File: config.mk
export PLATFORM = sky130hd
export DESIGN_NAME = slave_port_flat
export DESIGN_NICKNAME = d
export VERILOG_FILES = /design/src/rtl/slave_port_if.sv /design/src/rtl/slave_port.sv /design/src/flat_wrapper.sv
export SDC_FILE = /design/constraint.sdc
export NUM_CORES = 1
export LEC_CHECK = 0
export CAP_MARGIN = 20
export CORE_ASPECT_RATIO = 0.6
export CORE_MARGIN = 4
export CORE_UTILIZATION = 45
export DETAILED_ROUTE_END_ITERATION = 12
export PLACE_DENSITY = 0.73
export SKIP_CTS_REPAIR_TIMING = 1
export SYNTH_ARGS = -nofsm -noshare
export SYNTH_HDL_FRONTEND = slang
export SYNTH_SLANG_ARGS = --single-unit
File: constraint.sdc
create_clock -name clk -period 1.8 [get_ports clk]
set_input_delay 0.27 -clock clk [delete_from_list [all_inputs] [get_ports clk]]
set_output_delay 0.27 -clock clk [all_outputs]
set_load 0.03 [all_outputs]
File: src/rtl/slave_port_if.sv
// Serial system-bus signal bundle shared by a master port and a slave port.
// The master drives address/write bits and read flow control; the slave answers.
interface slave_port_if;
    logic mode;
    logic wr_bus;
    logic rd_bus;
    logic ack;
    logic master_valid;
    logic slave_ready;
    logic master_ready;
    logic slave_valid;

    modport master (
        output mode, wr_bus, master_valid, master_ready,
        input  rd_bus, ack, slave_ready, slave_valid
    );

    modport slave (
        input  mode, wr_bus, master_valid, master_ready,
        output rd_bus, ack, slave_ready, slave_valid
    );
endinterface

File: src/rtl/slave_port.sv
// Serial system-bus slave port: 16-bit address in, then 8 write bits in or 8 read bits out.
// Optional macro SLAVE_PORT_BUSY_EN adds an s_busy input that stalls write data and read requests.
//
// state     | meaning
// ----------+--------------------------------------------------------------
// IDLE      | waiting for the first address bit
// ADDR      | shifting in address bits 2..16, device-select check on bit 6
// WR_DATA   | shifting in 8 write-data bits
// WR_COMMIT | one-cycle s_wr_en strobe to the peripheral
// RD_REQ    | one-cycle s_rd_en strobe (held while busy)
// RD_WAIT   | waiting for s_rd_valid from the peripheral
// RD_DATA   | serialising the read byte MSB-first
// IGNORE    | deaf until the bus is idle for a cycle
module slave_port #(
    parameter logic [3:0] SLAVE_ID   = 4'h1,
    parameter int         ADDR_WIDTH = 12
) (
    input  logic                  clk,
    input  logic                  rstn,
    slave_port_if.slave           bus,
    output logic [ADDR_WIDTH-1:0] s_addr,
    output logic [7:0]            s_wr_data,
    output logic                  s_wr_en,
    output logic                  s_rd_en,
    input  logic [7:0]            s_rd_data,
    input  logic                  s_rd_valid
`ifdef SLAVE_PORT_BUSY_EN
    ,
    input  logic                  s_busy
`endif
);

    typedef enum logic [2:0] {
        IDLE,
        ADDR,
        WR_DATA,
        WR_COMMIT,
        RD_REQ,
        RD_WAIT,
        RD_DATA,
        IGNORE
    } state_t;

    state_t      state;
    logic [4:0]  cnt;
    logic [15:0] addr_sh;
    logic [7:0]  data_sh;
    logic        mode_q;
    logic        busy;
    logic [15:0] addr_next;
    logic        id_match;
    logic        rx_beat;
    logic        tx_beat;

`ifdef SLAVE_PORT_BUSY_EN
    assign busy = s_busy;
`else
    assign busy = 1'b0;
`endif

    assign addr_next = {addr_sh[14:0], bus.wr_bus};
    // After five bits the device-select nibble sits in addr_sh[4:1]; bit 0 is address bit 11.
    assign id_match  = (addr_sh[4:1] == SLAVE_ID);

    // Outputs are forced low while reset is held so an abort never leaks a strobe.
    assign bus.slave_ready = !rstn && ((state == IDLE) || (state == ADDR) ||
                                       ((state == WR_DATA) && !busy));
    assign bus.ack         = !rstn && (state == ADDR) && (cnt == 5'd5) &&
                             bus.master_valid && id_match;
    assign bus.slave_valid = !rstn && (state == RD_DATA) && bus.master_ready;
    assign bus.rd_bus      = !rstn && (state == RD_DATA) && data_sh[7];
    assign s_wr_en         = !rstn && (state == WR_COMMIT);
    assign s_wr_data       = (!rstn && (state == WR_COMMIT)) ? data_sh : 8'h00;
    assign s_rd_en         = !rstn && (state == RD_REQ) && !busy;

    assign rx_beat = bus.master_valid && bus.slave_ready;
    assign tx_beat = bus.slave_valid && bus.master_ready;

    always_ff @(posedge clk) begin
        if (rstn) begin
            state   <= IDLE;
            cnt     <= 5'd0;
            addr_sh <= 16'h0000;
            data_sh <= 8'h00;
            mode_q  <= 1'b0;
            s_addr  <= '0;
        end else begin
            case (state)
                IDLE: begin
                    if (rx_beat) begin
                        addr_sh <= {15'd0, bus.wr_bus};
                        cnt     <= 5'd1;
                        state   <= ADDR;
                    end
                end
                ADDR: begin
                    if (!bus.master_valid) begin
                        cnt   <= 5'd0;
                        state <= IDLE;
                    end else begin
                        addr_sh <= addr_next;
                        cnt     <= cnt + 5'd1;
                        if (cnt == 5'd5) begin
                            if (id_match) begin
                                mode_q <= bus.mode;
                            end else begin
                                cnt   <= 5'd0;
                                state <= IGNORE;
                            end
                        end else if (cnt == 5'd15) begin
                            s_addr <= addr_next[ADDR_WIDTH-1:0];
                            cnt    <= 5'd0;
                            state  <= mode_q ? WR_DATA : RD_REQ;
                        end
                    end
                end
                WR_DATA: begin
                    if (rx_beat) begin
                        data_sh <= {data_sh[6:0], bus.wr_bus};
                        if (cnt == 5'd7) begin
                            cnt   <= 5'd0;
                            state <= WR_COMMIT;
                        end else begin
                            cnt <= cnt + 5'd1;
                        end
                    end
                end
                WR_COMMIT: begin
                    state <= IGNORE;
                end
                RD_REQ: begin
                    if (!busy) begin
                        state <= RD_WAIT;
                    end
                end
                RD_WAIT: begin
                    if (s_rd_valid) begin
                        data_sh <= s_rd_data;
                        cnt     <= 5'd0;
                        state   <= RD_DATA;
                    end
                end
                RD_DATA: begin
                    if (tx_beat) begin
                        data_sh <= {data_sh[6:0], 1'b0};
                        if (cnt == 5'd7) begin
                            cnt   <= 5'd0;
                            state <= IGNORE;
                        end else begin
                            cnt <= cnt + 5'd1;
                        end
                    end
                end
                IGNORE: begin
                    if (!bus.master_valid && !bus.master_ready) begin
                        state <= IDLE;
                    end
                end
                default: begin
                    state <= IDLE;
                end
            endcase
        end
    end

endmodule

File: src/flat_wrapper.sv
// flat-port wrapper written by rule: the top's interface ports become plain ports
module slave_port_flat 
#(
    parameter logic [3:0] SLAVE_ID   = 4'h1,
    parameter int         ADDR_WIDTH = 12
)
  (clk, rstn, s_addr, s_wr_data, s_wr_en, s_rd_en, s_rd_data, s_rd_valid, bus_mode, bus_wr_bus, bus_master_valid, bus_master_ready, bus_rd_bus, bus_ack, bus_slave_ready, bus_slave_valid);
  slave_port_if bus_i ();
  input  logic clk;
  input  logic rstn;
  output logic [ADDR_WIDTH-1:0] s_addr;
  output logic [7:0] s_wr_data;
  output logic s_wr_en;
  output logic s_rd_en;
  input  logic [7:0] s_rd_data;
  input  logic s_rd_valid;
  input wire logic [$bits(bus_i.mode)-1:0] bus_mode;
  input wire logic [$bits(bus_i.wr_bus)-1:0] bus_wr_bus;
  input wire logic [$bits(bus_i.master_valid)-1:0] bus_master_valid;
  input wire logic [$bits(bus_i.master_ready)-1:0] bus_master_ready;
  output wire logic [$bits(bus_i.rd_bus)-1:0] bus_rd_bus;
  output wire logic [$bits(bus_i.ack)-1:0] bus_ack;
  output wire logic [$bits(bus_i.slave_ready)-1:0] bus_slave_ready;
  output wire logic [$bits(bus_i.slave_valid)-1:0] bus_slave_valid;
  assign bus_i.mode = bus_mode;
  assign bus_i.wr_bus = bus_wr_bus;
  assign bus_i.master_valid = bus_master_valid;
  assign bus_i.master_ready = bus_master_ready;
  assign bus_rd_bus = bus_i.rd_bus;
  assign bus_ack = bus_i.ack;
  assign bus_slave_ready = bus_i.slave_ready;
  assign bus_slave_valid = bus_i.slave_valid;
  slave_port #(.SLAVE_ID(SLAVE_ID), .ADDR_WIDTH(ADDR_WIDTH)) u_core (.clk(clk), .rstn(rstn), .bus(bus_i), .s_addr(s_addr), .s_wr_data(s_wr_data), .s_wr_en(s_wr_en), .s_rd_en(s_rd_en), .s_rd_data(s_rd_data), .s_rd_valid(s_rd_valid));
endmodule
# Yosys cells after proc, flatten, opt, wreduce, memory -nomap -nowiden
# Cells that the tools add are included.
# W data, S select, Z words.
# totals
input_bits	15
register_bits	40
wordCells	88
output_inout_bits	26
# op_classes
n_addsub	1
n_reduce_logical	28
n_mux	31
bitwise	1
n_eq_ne	21
# op_table
cell	n
$mux W5	9
$mux W3	12
$mux W8	4
$pmux W5 S5	1
$pmux W3 S8	1
$pmux W8 S3	1
$mux W11	2
$pmux W11 S2	1
$logic_and A1 B1 Y1	13
$eq A3 B3 Y1 const B	4
$reduce_and A4 Y1	3
$eq A5 B3 Y1 const B	2
$reduce_and A9 Y1	1
$ne A2 B1 Y1 const B	4
$ne A2 B2 Y1 const B	4
$ne A4 B4 Y1 const B	2
$eq A3 B2 Y1 const B	2
$add A5 B1 Y5 const B	1
$eq A5 B4 Y1 const B	1
$reduce_and A5 Y1	1
$reduce_bool A5 Y1	1
$eq A4 B1 Y1 const B	1
$eq A3 B1 Y1 const B	1
$logic_not A1 Y1	3
6 further kinds	7

# Logic depth before layout (Yosys ltp)
# Gate-level depths: netlist of the first run.
# logic_depth
word_depth	7
ltp_mapped	9
depth_no_buf	9

# Worst setup path before layout of the first run
# OpenSTA, ideal clock, no wires.
# synth_path
kind	reg-to-output
from	register u_core.state[2]
to	output port s_wr_data[0]
stages_incl_launch_ff	5
required_time_ns	1.530
path_slack_ns	-0.512
path_buffers	1
t_arrival_ns	2.042
cell_sequence	dfxtp_1 -> buf_4 -> nand2b_1 -> nor3b_1 -> and2_1
# synth_between
elab_chain_len	3
# synth_rtl
element	line_no	text
start: declaration	slave_port.sv:44	state_t state;
start signal: assignment	slave_port.sv:113	state <= mode_q ? WR_DATA : RD_REQ;
$eq A3 B2 Y1	n/a	
$logic_and A1 B1 Y1	n/a	
via s_wr_en	flat_wrapper.sv:13	output logic s_wr_en;
$mux W8	slave_port.sv:73	assign s_wr_data = (!rstn && (state == WR_COMMIT)) ? data_sh : 8'h00;
end: declaration	flat_wrapper.sv:12	output logic [7:0] s_wr_data;
# The timed path passes the listed nets, and every way through them passes these cells.

# Worst setup path after layout of the first run
# layout_path
from	register u_core.cnt[1]
to	register u_core.state[2]
# layout_between
elab_chain_len	4
word_cells_on_any_way	11
cone_classes	eq/ne (7); mux (3); reduce/logical (1)
# layout_rtl
element	line_no	text
start: declaration	slave_port.sv:45	logic [4:0] cnt;
start signal: assignment	slave_port.sv:102	cnt <= cnt + 5'd1;
start signal: assignment	slave_port.sv:124	cnt <= cnt + 5'd1;
start signal: assignment	slave_port.sv:150	cnt <= cnt + 5'd1;
$eq A5 B3 Y1	slave_port.sv:103	if (cnt == 5'd5) begin
$mux W3	slave_port.sv:103	
$mux W3	slave_port.sv:97	if (!bus.master_valid) begin
$pmux W3 S8	slave_port.sv:88	case (state)
# Parallel ways exist; a longest one is shown, timed or not.
# A chain may end at the register's enable or synchronous reset.

==> qor.txt, run 1 <==
worst rel slew slack: 63.1%
Primary FF master, synth: dfxtp_1
Worst setup EP type: register
Clock Skew: 0.00762 ns
critical path startpoint category: register
worst hold margin: 0.456 ns
Unique masters post-synth: 46
H-tree depth: 2
Cells after Synth: 249
Die Ht: 60.5 um
period utilization: 107%
# diodes: 0
final instance area: 0.00308 mm2
maximum VDD drop: 0.394 mV
crit path kind: register to register
CTS tree: yes
Final Critical Period: 1.92 ns
Layout area overhead: 48.7%
crit-path max cell delay: 0.41 ns
Clk Latency, worst-skew pair: 0.29 ns
via count: 2025
Setup violations, final: 14
PortBufs: 40
Worst Hold Class: input port to register
WL final: 5550 um
Max-Cap Viols: 0
Power Density: 725 mW/mm2
row cnt: 18
CP Data Arrival Time: 2.15 ns
Mapped Nets: 268
Worst Path Buf+Inv: 1
initial antenna violation count: 0
die width: 95.6 um
Post-DRT Antenna Nets: 0
sequential area share after synthesis: 38.7%
layout cells sized above 1: 32.5%
CTS Buf Count: 5
top cells by area, synth: dfxtp_1 39%, mux2i_1 7.3%, nand2_1 6.5%
Hold Violations, Final: 0
Yosys reg bits: 40
highest clock rate: 521 MHz
via count of the first global-routing pass: 1768
Max Buffers Root-to-Sink: 2
GRT Total Usage: 19.0%
Max FO, Critical Path: 4
first drt pass iteration count: 4
largest net degree at the start of global routing: 27
area post-placement: 0.00278 mm2
TNS Setup: -0.865 ns
Final Non-Filler Cells: 383
Static Leak: 1.25 nW
Largest delay share family, worst path: simple AND/OR/NAND/NOR gates
YS warnings: 0
outcome: finished with violations
DR DRC count: 0
routed len/inst: 14.5 um
initial cell density of the core: 48.4%
Clk pin slew, worst setup/hold paths: 0.08 ns
Synth area leader: dfxtp_1
violated checks: negative setup slack
first-pass GRT wire length: 8280 um
Clock Sinks: 40
Vias per Instance: 5.29
Syn Area/Cell: 8.31 um2
Final Max Slew Viols: 0
Die Area: 0.00578 mm2
Fillers: 316
share of the synthesized area in the top cell type: 38.7%
fin util: 71.9%
placed insts: 371
fin nets: 341
asr flop ratio synth: 0%
Cell Chain, Critical Path: inv_2 > ha_2 > and4bb_2 > mux2_4 > a21boi_2 > or3b_4 > a21oi_2
Crit-path slowest cell: or3b_4
Mapped Area: 0.00207 mm2
Ports: 41
number of flops mapped to enable cells by yosys: 0
Worst Path Required: 2.03 ns
GP Congestion: 0.800
core region area: 0.00428 mm2
RSZ-0062 raised after global routing: yes
CTS root buffer: clkbuf_8
grt ovf: 0
Worst Tran Pin Value: 0.549 ns
DPL Wire Length: 3860 um
Worst Setup Slack, final: -0.120 ns
Initial DRC Count: 106
## cells by family after synthesis
family | synth area share [%]
AO/OA/AOI/OAI | 15.5
multiplexers | 7.98
flip-flops | 38.7
adder cells (fa/ha/maj) | 2.42
AND/OR/NAND/NOR | 29.8
buffers and inverters | 5.14
XOR/XNOR | 0.423
## sequential cells by signal, summed over array words and instances (netlist names)
name / count
u_core.state: 3
u_core.mode_q: 1
u_core.addr_sh: 11
u_core.cnt: 5
u_core.data_sh: 8
u_core.s_addr: 12
## area by class of cell
type / count / area, um2 / share of cell area (%)
multi-input cells: 186 / 1310 / 42.4
repair buffers: 83 / 772 / 25.1
well taps: 60 / 75.1 / 2.44
clock buffers: 6 / 82.6 / 2.68
flip-flops and latches: 40 / 811 / 26.3
inverters: 6 / 22.5 / 0.732
clock inverters: 2 / 10.0 / 0.325
## metal layers
layer  vias up  share of wire, %  GRT usage [%]  wire [um]
li1       1027                 -              -          -
met4         0              0.96           7.29         53
met1       954                51           27.4       2830
met3         5               5.0           4.09        280
met2        39                43           27.8       2380
met5         -                 0              0          0
## worst min-delay path, stage by stage
cell	delay, ns
dlymetal6s2s_1	0.16
buf_4	0.21
nor2_1	0.06
## synth_stat cells (2+ instances only)
cell type  instances
inv_1              6
dfxtp_1           40
buf_4              2
a211oi_1           3
and2_1             8
nand4bb_1          2
ha_1               4
a31oi_1            3
nand3b_1           5
buf_2              4
mux2i_1           15
or3_1              3
a21oi_1           17
nor3_1             5
nand2b_1           6
nand3_1           14
or3b_1             2
nand2_1           36
a311oi_1           7
nor2_1            28
o21ai_0            5
clkbuf_1          10
## through the flow
| stage | total power, mW | setup WS (ns) |
|---|---|---|
| 2_1_floorplan | 1.28 | -0.0757 |
| 3_5_place_dp | 1.52 | -0.468 |
| 6_report | 2.23 | -0.120 |
| 4_1_cts | 2.14 | -0.252 |
| 3_3_place_gp | 1.52 | -0.429 |
| 5_1_grt | 2.32 | -0.189 |
## layout by cell type, fill, tap and decap left out, types with 3 or more instances in the layout
| master | synthesis | layout |
|---|---|---|
| nand3b_1 | 5 | 5 |
| nand3_1 | 14 | 12 |
| o21ai_0 | 5 | 4 |
| clkdlybuf4s50_1 | 0 | 24 |
| a311oi_1 | 7 | 7 |
| dfxtp_1 | 40 | 36 |
| nor2_1 | 28 | 27 |
| inv_1 | 6 | 3 |
| buf_4 | 2 | 39 |
| nand2_1 | 36 | 36 |
| nand2b_1 | 6 | 5 |
| nor3_1 | 5 | 4 |
| clkbuf_8 | 0 | 6 |
| a21oi_1 | 17 | 15 |
| inv_2 | 0 | 3 |
| buf_6 | 1 | 15 |
| or3_1 | 3 | 3 |
| and2_4 | 0 | 8 |
| mux2i_1 | 15 | 15 |
## where the power goes
| part | leakage (nW) | total (mW) | internal [mW] | switching, mW |
|---|---|---|---|---|
| clock | 0.0510 | 0.624 | 0.306 | 0.318 |
| sequential | 0.325 | 0.966 | 0.920 | 0.0454 |
| combinational | 0.871 | 0.641 | 0.320 | 0.321 |
| total | 1.25 | 2.23 | 1.55 | 0.685 |
## worst paths after layout
check	slack, ns	start	cells after the start	end
min	0.46	rstn	3	u_core.s_addr[9]
min reg2reg	0.46	u_core.addr_sh[10]	2	u_core.addr_sh[10]
max	-0.12	u_core.cnt[1]	7	u_core.state[2]
max reg2reg	-0.12	u_core.cnt[1]	7	u_core.state[2]
Power figures use the tool's default switching activity.
==> run 2: changes to the inputs <==
CORE_UTILIZATION = 40   (was 45)
PLACE_DENSITY = 0.63   (was 0.73)
clock period = 1.9 ns   (was 1.8 ns; I/O delays follow)
==> run 2 against run 1 <==
Effect of this change:
- the flow still finishes with violations (negative setup slack)
- non-clock buffer count grew 1
- sequential power shrank 6.3%
- critical path type unchanged
- critical path depth grew 1
- cell count grew 1.0%
- combinational power grew 2%
==> qor.txt, run 2 (synthesis results as in run 1) <==
outcome: finished with violations (unchanged)
violated checks: negative setup slack (unchanged)
Max-Cap Viols: 0 (unchanged)
Power, Total: 2.25 mW (was 2.23 mW)
fin nets: 342 (was 341)
R2R Setup Slk: -0.04 ns (was -0.12 ns)
die width: 101 um (was 95.6 um)
Largest Register: u_core.s_addr (unchanged)
via count: 2021 (was 2025)
initial cell density of the core: 43.3% (was 48.4%)
routed len/inst: 14.5 um (about the same)
via count of the first global-routing pass: 1828 (was 1768)
first-pass GRT wire length: 8890 um (was 8280 um)
Worst Tran Pin Value: 0.344 ns (was 0.549 ns)
Worst Hold Launch: u_core.addr_sh[10] (was rstn)
GP Congestion: 0.741 (was 0.800)
Die Ht: 63.7 um (was 60.5 um)
Clock Skew: 0.00743 ns (was 0.00762 ns)
fin util: 66.2% (was 71.9%)
Post-DRT Antenna Nets: 0 (unchanged)
Initial DRC Count: 97 (was 106)
DPL Wire Length: 3850 um (was 3860 um)
Cell Chain, Critical Path: buf_6 > ha_4 > and4bb_2 > mux2_4 > a22oi_4 > buf_6 > nor2_2 > o311a_1 (was inv_2 > ha_2 > and4bb_2 > mux2_4 > a21boi_2 > or3b_4 > a21oi_2)
maximum VDD drop: 0.325 mV (was 0.394 mV)
critical path startpoint category: register (unchanged)
H-tree depth: 2 (unchanged)
# diodes: 0 (unchanged)
Vias per Instance: 5.22 (was 5.29)
Worst setup EP type: register (unchanged)
Final Critical Period: 1.94 ns (was 1.92 ns)
CTS Buf Count: 5 (unchanged)
Worst Setup Slack, final: -0.0402 ns (was -0.120 ns)
Fillers: 406 (was 316)
R2R Path Start: u_core.cnt[0] (was u_core.cnt[1])
Clk Latency, worst-skew pair: 0.29 ns (about the same)
CP most frequent cell: buf_6
row cnt: 19 (was 18)
Crit-path slowest cell: dfxtp_4 (was or3b_4)
Die Area: 0.00643 mm2 (was 0.00578 mm2)
Max Buffers Root-to-Sink: 2 (unchanged)
crit-path max cell delay: 0.37 ns (was 0.41 ns)
crit path kind: register to register (unchanged)
Place WS: -0.303 ns (was -0.468 ns)
Worst Path Required: 2.08 ns (was 2.03 ns)
Setup violations, final: 4 (was 14)
Clock Sinks: 40 (unchanged)
grt ovf: 0 (unchanged)
initial antenna violation count: 0 (unchanged)
commonest cells after routing, fill and taps aside: 36 x nand2_1, 36 x dfxtp_1, 35 x buf_4 (was 39 x buf_4, 36 x nand2_1, 36 x dfxtp_1)
GRT Total Usage: 17.2% (was 19.0%)
CTS tree: yes (unchanged)
highest clock rate: 515 MHz (was 521 MHz)
Power Density: 712 mW/mm2 (was 725 mW/mm2)
Layout area overhead: 52.8% (was 48.7%)
Worst Hold Class: register to register (was input port to register)
max reg flops: 12 (unchanged)
RSZ-0062 raised after global routing: yes (unchanged)
CP Data Arrival Time: 2.12 ns (was 2.15 ns)
CTS root buffer: clkbuf_8 (unchanged)
PortBufs: 40 (unchanged)
first drt pass iteration count: 4 (unchanged)
Clk pin slew, worst setup/hold paths: 0.08 ns (about the same)
WL final: 5590 um (was 5550 um)
period utilization: 102% (was 107%)
Ports: 41 (unchanged)
DR DRC count: 0 (unchanged)
launch point of the worst path: u_core.cnt[0] (was u_core.cnt[1])
largest registers: u_core.s_addr: 12 flops, u_core.addr_sh: 11 flops, u_core.data_sh: 8 flops (unchanged)
Static Leak: 1.26 nW (was 1.25 nW)
largest net degree at the start of global routing: 27 (unchanged)
worst rel slew slack: 76.9% (was 63.1%)
Final Max Slew Viols: 0 (unchanged)
Max FO, Critical Path: 3 (was 4)
layout cells sized above 1: 30.9% (was 32.5%)
core region area: 0.00478 mm2 (was 0.00428 mm2)
Hold Violations, Final: 0 (unchanged)
-- run 2: per-layer routing --
layer | track usage (%) | routed length, um | vias to the layer above
li1 | - | - | 1024
met1 | 27.0 | 3040 | 949
met2 | 22.6 | 2200 | 40
met3 | 4.41 | 301 | 8
met4 | 4.54 | 55 | 0
met5 | 0 | 0 | -
-- run 2: cell type report --
cell class              instances  area [um2]  area share (%)
clock buffers                   5        68.8            2.18
clock inverters                 3        42.5            1.34
inverters                       6        22.5           0.712
multi-input cells             186        1320            41.7
flip-flops and latches         40         813            25.7
well taps                      63        78.8            2.49
repair buffers                 84         820            25.9
-- run 2: metrics by stage --
stage                     hold WS (ns)  std cells  setup TNS, ns  instance area, um2
after CTS                        0.457        376          -1.25                2830
after global routing             0.484        387          -1.08                3160
after floorplan                  0.421        249              0                2080
final                            0.455        387         -0.108                3160
after detailed placement         0.446        368          -1.56                2710
after global placement           0.445        368          -1.45                2710
-- run 2: final timing paths --
path	endpoint	cells after the start
max	u_core.cnt[0]	8
min	u_core.addr_sh[10]	2
max reg2reg	u_core.cnt[0]	8
min reg2reg	u_core.addr_sh[10]	2
-- run 2: critical path: cells and delay by family (launching register included) --
family / cells / cell delay [ns]
simple gates: 2 / 0.26
fa+ha+maj: 1 / 0.14
compound gates: 2 / 0.47
mux: 1 / 0.34
flops: 1 / 0.37
buf+inv: 2 / 0.25
-- run 2: power by group --
group / leakage (nW) / internal [mW] / switching (mW) / total (mW)
clock: 0.0541 / 0.389 / 0.304 / 0.693
sequential: 0.325 / 0.872 / 0.0328 / 0.905
combinational: 0.879 / 0.333 / 0.323 / 0.656
